===== src/rtl/pipeline_stall_ctrl.sv =====
// Stall/flush scheduler for the 5-stage MIPS pipeline: prioritises memory wait,
// mult/div occupancy, load-use and taken-branch hazards, and counts stall cycles.
module pipeline_stall_ctrl #(
    parameter int MD_LAT = 32,
    parameter int CNT_W  = 16
) (
    input  logic             clk,
    input  logic             rst_n,
    input  logic             IDEX_memRead,
    input  logic [4:0]       IFID_regRs,
    input  logic [4:0]       IFID_regRt,
    input  logic [4:0]       IDEX_regRt,
    input  logic             branch_taken,
    input  logic             md_start,
    input  logic             dmem_req,
    input  logic             dmem_ready,
    input  logic             perf_clr,
    output logic             PCWrite,
    output logic             IFID_write,
    output logic             IDEX_write,
    output logic             EXMEM_write,
    output logic             IF_flush,
    output logic             ID_flush,
    output logic             EX_flush,
    output logic             MEMWB_flush,
    output logic             md_busy,
    output logic             md_done,
    output logic [CNT_W-1:0] stall_cnt
);

    typedef enum logic {RUN, MD_BUSY} state_t;

    // The issue cycle is spent in RUN, so MD_BUSY covers the remaining MD_LAT-1 cycles.
    localparam logic [7:0] MD_INIT = 8'(MD_LAT - 2);

    state_t     state;
    logic [7:0] md_cnt;
    logic       mem_wait;
    logic       load_use;
    logic       md_active;

    function automatic logic [CNT_W-1:0] sat_inc(input logic [CNT_W-1:0] val);
        if (val == {CNT_W{1'b1}})
            return val;
        return val + 1'b1;
    endfunction

    assign mem_wait  = dmem_req & ~dmem_ready;
    assign load_use  = IDEX_memRead & (IDEX_regRt != 5'd0) &
                       ((IFID_regRs == IDEX_regRt) | (IFID_regRt == IDEX_regRt));
    assign md_active = (state == MD_BUSY) | md_start;
    assign md_busy   = (state == MD_BUSY);
    assign md_done   = (state == MD_BUSY) && (md_cnt == 8'd0);

    always_comb begin
        PCWrite     = 1'b1;
        IFID_write  = 1'b1;
        IDEX_write  = 1'b1;
        EXMEM_write = 1'b1;
        IF_flush    = 1'b0;
        ID_flush    = 1'b0;
        EX_flush    = 1'b0;
        MEMWB_flush = 1'b0;
        if (!rst_n) begin
            PCWrite = 1'b1;
        end else if (mem_wait) begin
            PCWrite     = 1'b0;
            IFID_write  = 1'b0;
            IDEX_write  = 1'b0;
            EXMEM_write = 1'b0;
            MEMWB_flush = 1'b1;
        end else if (md_active) begin
            PCWrite    = 1'b0;
            IFID_write = 1'b0;
            IDEX_write = 1'b0;
            EX_flush   = 1'b1;
        end else if (load_use) begin
            // Any concurrent branch is dropped; ID re-resolves it after the bubble.
            PCWrite    = 1'b0;
            IFID_write = 1'b0;
            ID_flush   = 1'b1;
        end else if (branch_taken) begin
            IF_flush = 1'b1;
        end
    end

    always_ff @(posedge clk or negedge rst_n) begin
        if (!rst_n) begin
            state  <= RUN;
            md_cnt <= 8'd0;
        end else begin
            case (state)
                RUN: begin
                    if (md_start && !mem_wait) begin
                        state  <= MD_BUSY;
                        md_cnt <= MD_INIT;
                    end
                end
                MD_BUSY: begin
                    if (md_cnt == 8'd0)
                        state <= RUN;
                    else
                        md_cnt <= md_cnt - 8'd1;
                end
                default: state <= RUN;
            endcase
        end
    end

    always_ff @(posedge clk or negedge rst_n) begin
        if (!rst_n)
            stall_cnt <= '0;
        else if (perf_clr)
            stall_cnt <= '0;
        else if (!PCWrite)
            stall_cnt <= sat_inc(stall_cnt);
    end

endmodule


===== config.mk =====
export PLATFORM = sky130hd
export DESIGN_NAME = pipeline_stall_ctrl
export DESIGN_NICKNAME = d
export VERILOG_FILES = /design/src/rtl/pipeline_stall_ctrl.sv
export SDC_FILE = /design/constraint.sdc
export NUM_CORES = 1
export LEC_CHECK = 0
export ABC_AREA = 1
export BUFFER_PORTS_ARGS = -buffer_cell sky130_fd_sc_hd__buf_2
export CORE_ASPECT_RATIO = 2
export CORE_MARGIN = 5
export CORE_UTILIZATION = 30
export CTS_CLUSTER_SIZE = 25
export DETAILED_ROUTE_END_ITERATION = 10
export PLACE_DENSITY = 0.52
export SYNTH_ARGS = -nofsm -noshare
export SYNTH_HDL_FRONTEND = slang
export SYNTH_SLANG_ARGS = --single-unit

===== constraint.sdc =====
create_clock -name clk -period 1.4 [get_ports clk]
set_input_delay 0.14 -clock clk [delete_from_list [all_inputs] [get_ports clk]]
set_output_delay 0.14 -clock clk [all_outputs]
set_load 0.01 [all_outputs]

Yosys cells after proc, flatten, opt, wreduce, memory -nomap -nowiden
Index checks and enable logic that the tools add are counted.
{ "totals": {"ff_bits": 25} }
{ "classes": {"n_addsub": 2, "eq_ne": 7, "n_mux": 35, "bitwise": 7, "n_reduce_logical": 7} }
{ "ops": {"columns": ["cell", "n"], "rows": [
  ["$mux 16", 3],
  ["$mux 1", 28],
  ["$add 16x1->16 const B", 1],
  ["$eq 16x16->1 const B", 1],
  ["$mux 8", 2],
  ["$pmux 8 s2", 1],
  ["$eq 5x5->1", 2],
  ["$logic_not 8->1", 1],
  ["$sub 8x1->8 const B", 1],
  ["$ne 2x2->1 const B", 3],
  ["$reduce_bool 5->1", 1],
  ["$reduce_and 2->1", 2],
  ["$and 1x1->1", 3],
  ["$ne 3x3->1 const B", 1],
  ["$logic_and 1x1->1", 2],
  ["$not 1->1", 2],
  ["$or 1x1->1", 2],
  ["$pmux 1 s2", 1],
  ["$logic_not 1->1", 1]
]} }

Depth between registers and ports, before layout
Gate-level depths: netlist of run 1.
{ "depth": {"word_depth": 12, "ltp_mapped": 12, "depth_no_buf": 11} }

Least setup slack after synthesis of run 1
Ideal clock, no wire load.
{ "synth_timing": {"kind": "flip-flop to flip-flop", "start": "register stall_cnt[0]", "end": "register stall_cnt[13]", "t_arrival_ns": 1.528, "required_time_ns": 1.283, "slack_ns": -0.245, "stages_incl_launch_ff": 10, "n_path_buf": 1, "period_less_slack_ns": 1.645, "path_cell_list": "dfrtp_1 -> ha_1 -> nand2_2 -> nor2_4 -> nand2_2 -> nor4_4 -> nand2_2 -> buf_2 -> nand3_1 -> nand2_1"} }
{ "synth_between": {"elab_chain_len": 6, "elab_cells_between_ends": 10, "classes_between": "add/sub: 1; eq/ne: 2; mux: 6; reduce/logical: 1"} }
{ "synth_rtl": {"columns": ["item", "line_no", "rtl"], "rows": [
  ["from (decl)", "28", "output logic [CNT_W-1:0] stall_cnt"],
  ["from (signal assigned)", "116", "stall_cnt <= sat_inc(stall_cnt);"],
  ["branches (longest 6 deep; another with $add 16x1->16)", null, null]
]} }
Several ways; the timed one is not identified. The select of a mux whose other input is x is not followed.
A chain may end at the register's enable or synchronous reset.

Final worst setup path of run 1
Same ends and word-level chain as after synthesis.

==> metrics.txt, run 1 <==
# TYPE chip_impl_metric gauge
chip_impl_metric{name="report.final.hold_viol_count",unit=""} 0
chip_impl_metric{name="worstSkewPairLatency",unit="ps"} 270
chip_impl_metric{name="antenna_left",unit=""} 0
chip_impl_info{name="violated_checks",value="negative setup slack"} 1
chip_impl_metric{name="postSynthRegisterBits",unit=""} 25
chip_impl_info{name="regToRegEndpoint",value="stall_cnt[13]$_DFFE_PN0P_"} 1
chip_impl_metric{name="cts_buffers",unit=""} 3
chip_impl_metric{name="die_footprint",unit="sq mm"} 0.007783
chip_impl_metric{name="route.met2.wl",unit="microns"} 3390
chip_impl_metric{name="layout.nets",unit=""} 402
chip_impl_metric{name="fin_crit_sh",unit=""} 1.060
chip_impl_metric{name="routedWlPerCell",unit="microns"} 13.39
chip_impl_metric{name="num_io_pins",unit=""} 49
chip_impl_info{name="slowest_cell_on_the_critical_path",value="sky130_fd_sc_hd__dfrtp_1"} 1
chip_impl_metric{name="worst-slew-pin-transition",unit="ps"} 280.9
chip_impl_metric{name="detail_route.first_pass.iterations",unit=""} 4
chip_impl_metric{name="compound_cell_area_share_of_the_yosys_netlist",unit=""} 0.03594
chip_impl_metric{name="cts.sinks",unit=""} 25
chip_impl_metric{name="post_synth.cell_area_avg",unit="sq um"} 6.706
chip_impl_metric{name="post-route-cell-area",unit="sq mm"} 0.002858
chip_impl_metric{name="yosys-mux-area-fraction",unit=""} 0
chip_impl_metric{name="crit_fanout",unit=""} 4
chip_impl_info{name="reg2reg_from",value="stall_cnt[0]$_DFFE_PN0P_"} 1
chip_impl_metric{name="finalWeightedCongestion",unit=""} 0.8601
chip_impl_metric{name="yosys.area_share.simple",unit=""} 0.4492
chip_impl_metric{name="synth-xor-area-share",unit=""} 0.06289
chip_impl_metric{name="period_needed",unit="ps"} 1484
chip_impl_info{name="worst_setup_path_endpoint",value="stall_cnt[13]$_DFFE_PN0P_"} 1
chip_impl_info{name="layout.cells.most_common",value="sky130_fd_sc_hd__nand2_1"} 1
chip_impl_info{name="cp_cell_sequence",value="buf_4, nand3_4, nor2_4, buf_4, buf_4, nand4_1, xor2_1, nor2_1, nand3_1, nand2_1"} 1
chip_impl_metric{name="place_area",unit="sq mm"} 0.002517
chip_impl_metric{name="timing.slew.headroom",unit=""} 0.8127
chip_impl_metric{name="number_of_antenna_violations_at_the_first_check_in_global_routing",unit=""} 0
chip_impl_info{name="grt_setup_unrepaired",value="true"} 1
chip_impl_metric{name="antenna_cells",unit=""} 0
chip_impl_metric{name="routed-via-count",unit=""} 2108
chip_impl_metric{name="worst_slack",unit="ps"} -84.04
chip_impl_info{name="tritoncts",value="done"} 1
chip_impl_metric{name="fmax",unit="MHz"} 673.8
chip_impl_metric{name="cp.required",unit="ps"} 1560
chip_impl_metric{name="global_route_wire_length_before_repair",unit="microns"} 9584
chip_impl_metric{name="synth_sequential_area_ratio",unit=""} 0.3455
chip_impl_metric{name="drc",unit=""} 0
chip_impl_metric{name="yosys.area_share.adder",unit=""} 0.01382
chip_impl_info{name="worst_setup_path_end_kind",value="register"} 1
chip_impl_metric{name="die_height",unit="microns"} 119.9
chip_impl_metric{name="setup_viol",unit=""} 18
chip_impl_metric{name="fin_skew",unit="ps"} 6.359
chip_impl_metric{name="cp_data_arrival_time",unit="ps"} 1640
chip_impl_metric{name="htreeDepth",unit=""} 1
chip_impl_metric{name="routedLengthMet1",unit="microns"} 2068
chip_impl_metric{name="vias_in_the_first_global_route",unit=""} 2096
chip_impl_metric{name="drive_above_1_share",unit=""} 0.4415
chip_impl_metric{name="detailroute.wirelength.met3",unit="microns"} 188
chip_impl_metric{name="global_route.overflow_total",unit=""} 0
chip_impl_info{name="critical_path_origin",value="stall_cnt[0]$_DFFE_PN0P_"} 1
chip_impl_metric{name="rr_worst_depth",unit=""} 10
chip_impl_metric{name="peak_per_stage_delay_on_the_critical_path",unit="ps"} 380
chip_impl_info{name="crit_path_start_kind",value="register"} 1
chip_impl_metric{name="cellLeakagePower",unit="nW"} 1.573
chip_impl_metric{name="initial_core_util",unit=""} 0.3040
chip_impl_info{name="highest_layer",value="met4"} 1
chip_impl_metric{name="syn-instance-count",unit=""} 270
chip_impl_metric{name="syn-cell-area",unit="sq mm"} 0.001810
chip_impl_metric{name="row_count",unit=""} 40
chip_impl_info{name="worstSetupPathType",value="register to register"} 1
chip_impl_info{name="mostFrequentLayoutCells",value="sky130_fd_sc_hd__nand2_1, sky130_fd_sc_hd__buf_4, sky130_fd_sc_hd__buf_2, sky130_fd_sc_hd__nor2_1, sky130_fd_sc_hd__inv_1"} 1
chip_impl_metric{name="cts.clk_slew.worst_paths",unit="ps"} 70
chip_impl_metric{name="via_per_inst",unit=""} 4.802
chip_impl_metric{name="grt_start_max_net_pins",unit=""} 20
chip_impl_metric{name="power.density_cell_area",unit="mW/mm^2"} 571.0
chip_impl_metric{name="syn_nets",unit=""} 295
chip_impl_metric{name="areaGrowthSynthToFinish",unit="%"} 57.84
chip_impl_info{name="status",value="complete, but fails checks"} 1
chip_impl_info{name="hold_path_class",value="primary input to register"} 1
chip_impl_metric{name="post-dp-hpwl",unit="microns"} 4594
chip_impl_info{name="worst_path_most_repeated_cell",value="sky130_fd_sc_hd__buf_4"} 1
chip_impl_metric{name="gr-usage-all-layers",unit=""} 0.1583
chip_impl_metric{name="die_w",unit="microns"} 64.93
chip_impl_metric{name="finalSetupTns",unit="ps"} -1179
chip_impl_metric{name="core_area",unit="sq mm"} 0.005956
chip_impl_metric{name="maxCapViolCount",unit=""} 0
chip_impl_metric{name="postRouteWirelength",unit="microns"} 5877
chip_impl_metric{name="maxSlewViolCount",unit=""} 0
chip_impl_metric{name="drtIter0Drc",unit=""} 84
chip_impl_info{name="clk_tree_root_cell",value="sky130_fd_sc_hd__clkbuf_16"} 1
chip_impl_metric{name="max-vdd-ir-drop",unit="V"} 0.0003326
chip_impl_metric{name="cts.path.max_buffers",unit=""} 2
chip_impl_info{name="synth_top_family_by_area",value="simple AND/OR/NAND/NOR gates"} 1
chip_impl_metric{name="buffer_ports.inserted",unit=""} 48
chip_impl_metric{name="reg2reg_slack",unit="ps"} -80
chip_impl_metric{name="netlist-cell-type-count",unit=""} 30
chip_impl_metric{name="yosys_warnings",unit=""} 0
layout make-up:
class | count | area, sq um
clock buffer | 4 | 78.83
tap | 63 | 78.83
timing repair buffer | 108 | 743.2
fill | 598 | 3098
multi-input combinational | 205 | 1200
inverter | 34 | 130.1
sequential | 25 | 626.9
critical path, delay by kind of cell, from the launching register on:
kind	cells	cell delay, ps
buffers and inverters	3	420
and+or+nand+nor	6	410
DFF	1	380
xor gates and xnor gates	1	170
state kept, by name, summed over array words and instances (netlist names):
signal	cells
stall_cnt	16
md_busy	1
md_cnt	8
how the worst min path moves through the flow:
stage,cells past startpoint,slack (ps),startpoint,endpoint
final,4,350,md_start,md_cnt[3]$_DFFE_PN0P_
after global routing,4,380,md_start,md_busy$_DFF_PN0_
after floorplan,0,-160,rst_n,md_busy$_DFF_PN0_
after global placement,2,160,rst_n,stall_cnt[7]$_DFFE_PN0P_
after CTS,4,330,md_start,md_busy$_DFF_PN0_
after detailed placement,2,160,rst_n,stall_cnt[7]$_DFFE_PN0P_
synthesized netlist by cell type (all sizes together):
cell type | instances | area (sq um)
a21boi | 1 | 7.510
a22oi | 1 | 7.510
nor4 | 1 | 21.27
nor3 | 2 | 15.01
nand4 | 11 | 68.82
inv | 34 | 127.6
nand3 | 31 | 160.1
dfrtp | 25 | 625.6
or2 | 1 | 6.260
buf | 5 | 36.28
xor2 | 10 | 87.58
ha | 2 | 25.02
o21ai | 8 | 40.03
nor3b | 3 | 27.52
nand2 | 89 | 349.1
clkbuf | 1 | 3.750
a21oi | 2 | 10.01
nor2 | 40 | 165.2
xnor2 | 3 | 26.28
kinds of logic after synthesis:
group | Yosys count
AO/OA/AOI/OAI | 12
AND/OR/NAND/NOR | 178
adder cells (fa/ha/maj) | 2
XOR/XNOR | 13
buffers and inverters | 40
flip-flops | 25
through the flow:
step / setup slack, ps / instances / utilization / hold WS (ps) / power (mW)
after CTS: -113.6 / 437 / 0.4601 / 332.1 / 1.652
final: -84.04 / 439 / 0.4798 / 346.1 / 1.632
after global routing: -229.1 / 439 / 0.4798 / 375.9 / 1.700
after floorplan: -211.1 / 270 / - / -155.6 / 0.8545
after global placement: -124.3 / 426 / 0.4227 / 164.0 / 0.9634
after detailed placement: -149.4 / 426 / 0.4227 / 162.0 / 0.9656
timing repair:
action / CTS / global route
pin swaps: 12 / 12
endpoints found under the setup margin: 24 / 28
endpoints found under the hold margin: 25 / 0
gates resized for setup: 23 / 31
hold buffers: 1 / 0
buffers inserted: 6 / 3
cloned: 0 / 0
metal layers:
metal / track usage / up-vias
met2: 0.3040 / 49
met1: 0.1564 / 978
met5: 0 / -
met4: 0.09007 / 0
met3: 0.01685 / 15
li1: - / 1066
report_power, final:
group / internal [mW] / switching, mW / leakage (nW)
Clock: 0.390 / 0.270 / 0.0382
Sequential: 0.730 / 0.00676 / 0.331
Combinational: 0.0983 / 0.136 / 1.20
No activity file was read; power rests on OpenSTA's default activity.
==> inputs of run 2 (changes only) <==
--- a/config.mk
+++ b/config.mk
@@ -7,12 +7,14 @@
 export LEC_CHECK = 0
 export ABC_AREA = 1
 export BUFFER_PORTS_ARGS = -buffer_cell sky130_fd_sc_hd__buf_2
+export CELL_PAD_IN_SITES_DETAIL_PLACEMENT = 1
+export CELL_PAD_IN_SITES_GLOBAL_PLACEMENT = 1
 export CORE_ASPECT_RATIO = 2
 export CORE_MARGIN = 5
 export CORE_UTILIZATION = 30
 export CTS_CLUSTER_SIZE = 25
 export DETAILED_ROUTE_END_ITERATION = 10
-export PLACE_DENSITY = 0.52
+export PLACE_DENSITY = 0.7
 export SYNTH_ARGS = -nofsm -noshare
 export SYNTH_HDL_FRONTEND = slang
 export SYNTH_SLANG_ARGS = --single-unit
==> metrics.txt, run 2 (synthesized netlist as in run 1, its figures left out) <==
# TYPE chip_impl_metric gauge
chip_impl_info{name="status",value="complete, but fails checks"} 1
chip_impl_info{name="violated_checks",value="negative setup slack"} 1
chip_impl_metric{name="row_count",unit=""} 40
chip_impl_metric{name="fmax",unit="MHz"} 620.4
chip_impl_metric{name="gr-usage-all-layers",unit=""} 0.1777
chip_impl_metric{name="worst_slack",unit="ps"} -211.9
chip_impl_metric{name="die_w",unit="microns"} 64.93
chip_impl_metric{name="fin_skew",unit="ps"} 3.230
chip_impl_metric{name="antenna_cells",unit=""} 0
chip_impl_metric{name="cts.clk_slew.worst_paths",unit="ps"} 70
chip_impl_metric{name="rr_worst_depth",unit=""} 9
chip_impl_metric{name="routedWlPerCell",unit="microns"} 14.99
chip_impl_metric{name="drc",unit=""} 0
chip_impl_metric{name="die_height",unit="microns"} 119.9
chip_impl_metric{name="antenna_left",unit=""} 0
chip_impl_metric{name="number_of_antenna_violations_at_the_first_check_in_global_routing",unit=""} 0
chip_impl_metric{name="postRouteWirelength",unit="microns"} 6714
chip_impl_metric{name="vias_in_the_first_global_route",unit=""} 2451
chip_impl_metric{name="grt_start_max_net_pins",unit=""} 18
chip_impl_info{name="grt_setup_unrepaired",value="true"} 1
chip_impl_metric{name="htreeDepth",unit=""} 1
chip_impl_metric{name="sw_share",unit=""} 0.2664
chip_impl_metric{name="reg2reg_slack",unit="ps"} -210
chip_impl_metric{name="maxSlewViolCount",unit=""} 0
chip_impl_info{name="most_flop_heavy_register",value="stall_cnt"} 1
chip_impl_metric{name="num_io_pins",unit=""} 49
chip_impl_metric{name="peak_per_stage_delay_on_the_critical_path",unit="ps"} 420
chip_impl_metric{name="routed-via-count",unit=""} 2192
chip_impl_info{name="slowest_cell_on_the_critical_path",value="sky130_fd_sc_hd__dfrtp_1"} 1
chip_impl_metric{name="initial_core_util",unit=""} 0.3040
chip_impl_metric{name="largest_register_ffs",unit=""} 16
chip_impl_metric{name="power.density_cell_area",unit="mW/mm^2"} 567.2
chip_impl_metric{name="core_area",unit="sq mm"} 0.005956
chip_impl_metric{name="period_needed",unit="ps"} 1612
chip_impl_metric{name="finalWeightedCongestion",unit=""} 0.8327
chip_impl_info{name="clk_tree_root_cell",value="sky130_fd_sc_hd__clkbuf_16"} 1
chip_impl_metric{name="part_of_the_power_in_the_clock_network",unit=""} 0.399
chip_impl_metric{name="worst-slew-pin-transition",unit="ps"} 261.4
chip_impl_metric{name="hold_ws",unit="ps"} 286.8
chip_impl_metric{name="via_per_inst",unit=""} 4.893
chip_impl_metric{name="report.final.hold_viol_count",unit=""} 0
chip_impl_metric{name="cp.required",unit="ps"} 1560
chip_impl_metric{name="min_delay_path_depth",unit=""} 4
chip_impl_metric{name="drtIter0Drc",unit=""} 61
chip_impl_info{name="worst_path_most_repeated_cell",value="sky130_fd_sc_hd__nand2_2"} 1
chip_impl_metric{name="buffer_ports.inserted",unit=""} 48
chip_impl_info{name="worstSetupPathType",value="register to register"} 1
chip_impl_metric{name="p_int",unit="mW"} 1.245
chip_impl_info{name="hold_path_class",value="primary input to register"} 1
chip_impl_metric{name="post-dp-hpwl",unit="microns"} 5154
chip_impl_info{name="cp_cell_sequence",value="ha_4, nand2_4, nor2_4, nand2_2, nor4_4, nand2_2, buf_6, nand4_1, nand2_1"} 1
chip_impl_metric{name="max-vdd-ir-drop",unit="V"} 0.0004026
chip_impl_metric{name="p_seq_frac",unit=""} 0.438
chip_impl_metric{name="drive_above_1_share",unit=""} 0.4675
chip_impl_metric{name="power_spent_charging_and_discharging_nets",unit="mW"} 0.4520
chip_impl_metric{name="post-route-cell-area",unit="sq mm"} 0.002992
chip_impl_metric{name="maxCapViolCount",unit=""} 0
chip_impl_info{name="layout.cells.most_common",value="sky130_fd_sc_hd__nand2_1"} 1
chip_impl_info{name="mostFrequentLayoutCells",value="sky130_fd_sc_hd__nand2_1, sky130_fd_sc_hd__buf_4, sky130_fd_sc_hd__buf_2, sky130_fd_sc_hd__nor2_1, sky130_fd_sc_hd__inv_1"} 1
chip_impl_info{name="worst_setup_path_end_kind",value="register"} 1
chip_impl_info{name="tritoncts",value="done"} 1
chip_impl_metric{name="timing.slew.headroom",unit=""} 0.8254
chip_impl_metric{name="finalSetupTns",unit="ps"} -3445
chip_impl_metric{name="setup_viol",unit=""} 24
chip_impl_metric{name="cts_buffers",unit=""} 3
chip_impl_metric{name="fin_crit_sh",unit=""} 1.151
chip_impl_metric{name="cts.sinks",unit=""} 25
chip_impl_metric{name="cellLeakagePower",unit="nW"} 1.612
chip_impl_metric{name="cp_data_arrival_time",unit="ps"} 1770
chip_impl_metric{name="global_route.overflow_total",unit=""} 0
chip_impl_metric{name="crit_fanout",unit=""} 7
chip_impl_metric{name="cts.path.max_buffers",unit=""} 2
chip_impl_metric{name="place_area",unit="sq mm"} 0.002535
chip_impl_metric{name="areaGrowthSynthToFinish",unit="%"} 65.24
chip_impl_metric{name="placement.setup.worst_slack",unit="ps"} -198.3
chip_impl_metric{name="comb_power_share",unit=""} 0.163
chip_impl_metric{name="global_route_wire_length_before_repair",unit="microns"} 10750
chip_impl_info{name="crit_path_start_kind",value="register"} 1
chip_impl_metric{name="worstSkewPairLatency",unit="ps"} 270
chip_impl_metric{name="die_footprint",unit="sq mm"} 0.007783
chip_impl_metric{name="detail_route.first_pass.iterations",unit=""} 4
chip_impl_metric{name="layout.nets",unit=""} 411
-- run 2: cell types whose count changed in the layout (fill, tap and decap cells not counted), sizes merged --
cell	previous run	this run
buf	107	116
clkbuf	4	3
clkinvlp	0	1
-- run 2: layer usage --
metal	track usage	part of all wire	routed length (microns)
met5	0	0	0
met4	0.07550	0.020	134
met3	0.01311	0.022	151
met2	0.3701	0.61	4073
met1	0.1643	0.35	2354
-- run 2: final cells by class --
class / count / area (sq um)
clock inverter: 1 / 7.507
timing repair buffer: 117 / 830.8
inverter: 34 / 132.6
fill: 779 / 2964
tap: 63 / 78.83
multi-input combinational: 205 / 1240
clock buffer: 3 / 75.07
sequential: 25 / 626.9
-- run 2: timing repair --
action                                  in CTS  in global routing
setup buffers                                8                  5
gates resized for setup                     38                 34
cloned                                       1                  0
hold buffers                                 1                  0
hold endpoints to repair                    25                  0
pin swaps                                   14                 25
endpoints found under the setup margin      27                 30
-- run 2: critical path, delay by kind of cell (launching register included) --
family | cells | cell delay (ps)
adder cells (fa/ha/maj) | 1 | 170
buffers and inverters | 1 | 190
flip-flops | 1 | 420
AND/OR/NAND/NOR | 7 | 720
-- run 2: worst paths after layout --
path | from | to
worst max-delay path | stall_cnt[0]$_DFFE_PN0P_ | stall_cnt[6]$_DFFE_PN0P_
min in group asynchronous | rst_n | stall_cnt[1]$_DFFE_PN0P_
worst max register to register | stall_cnt[0]$_DFFE_PN0P_ | stall_cnt[6]$_DFFE_PN0P_
worst min-delay path | perf_clr | stall_cnt[15]$_DFFE_PN0P_
worst min register to register | stall_cnt[12]$_DFFE_PN0P_ | stall_cnt[12]$_DFFE_PN0P_
max in group asynchronous | rst_n | stall_cnt[12]$_DFFE_PN0P_
-- run 2: stage by stage --
step           std cells  total power, mW  utilization
6_report             448            1.697       0.5023
3_3_place_gp         430           0.9833       0.4256
3_5_place_dp         430           0.9882       0.4256
2_1_floorplan        270           0.8545            -
5_1_grt              448            1.773       0.5023
4_1_cts              444            1.695       0.4731
-- run 2: power by group through the flow --
stage | sequential (mW) | clock (mW) | combinational [mW]
2_1_floorplan | 0.757 | 0 | 0.0976
3_3_place_gp | 0.751 | 0 | 0.233
3_5_place_dp | 0.752 | 0 | 0.237
4_1_cts | 0.737 | 0.697 | 0.261
5_1_grt | 0.743 | 0.724 | 0.306
6_report | 0.743 | 0.677 | 0.277
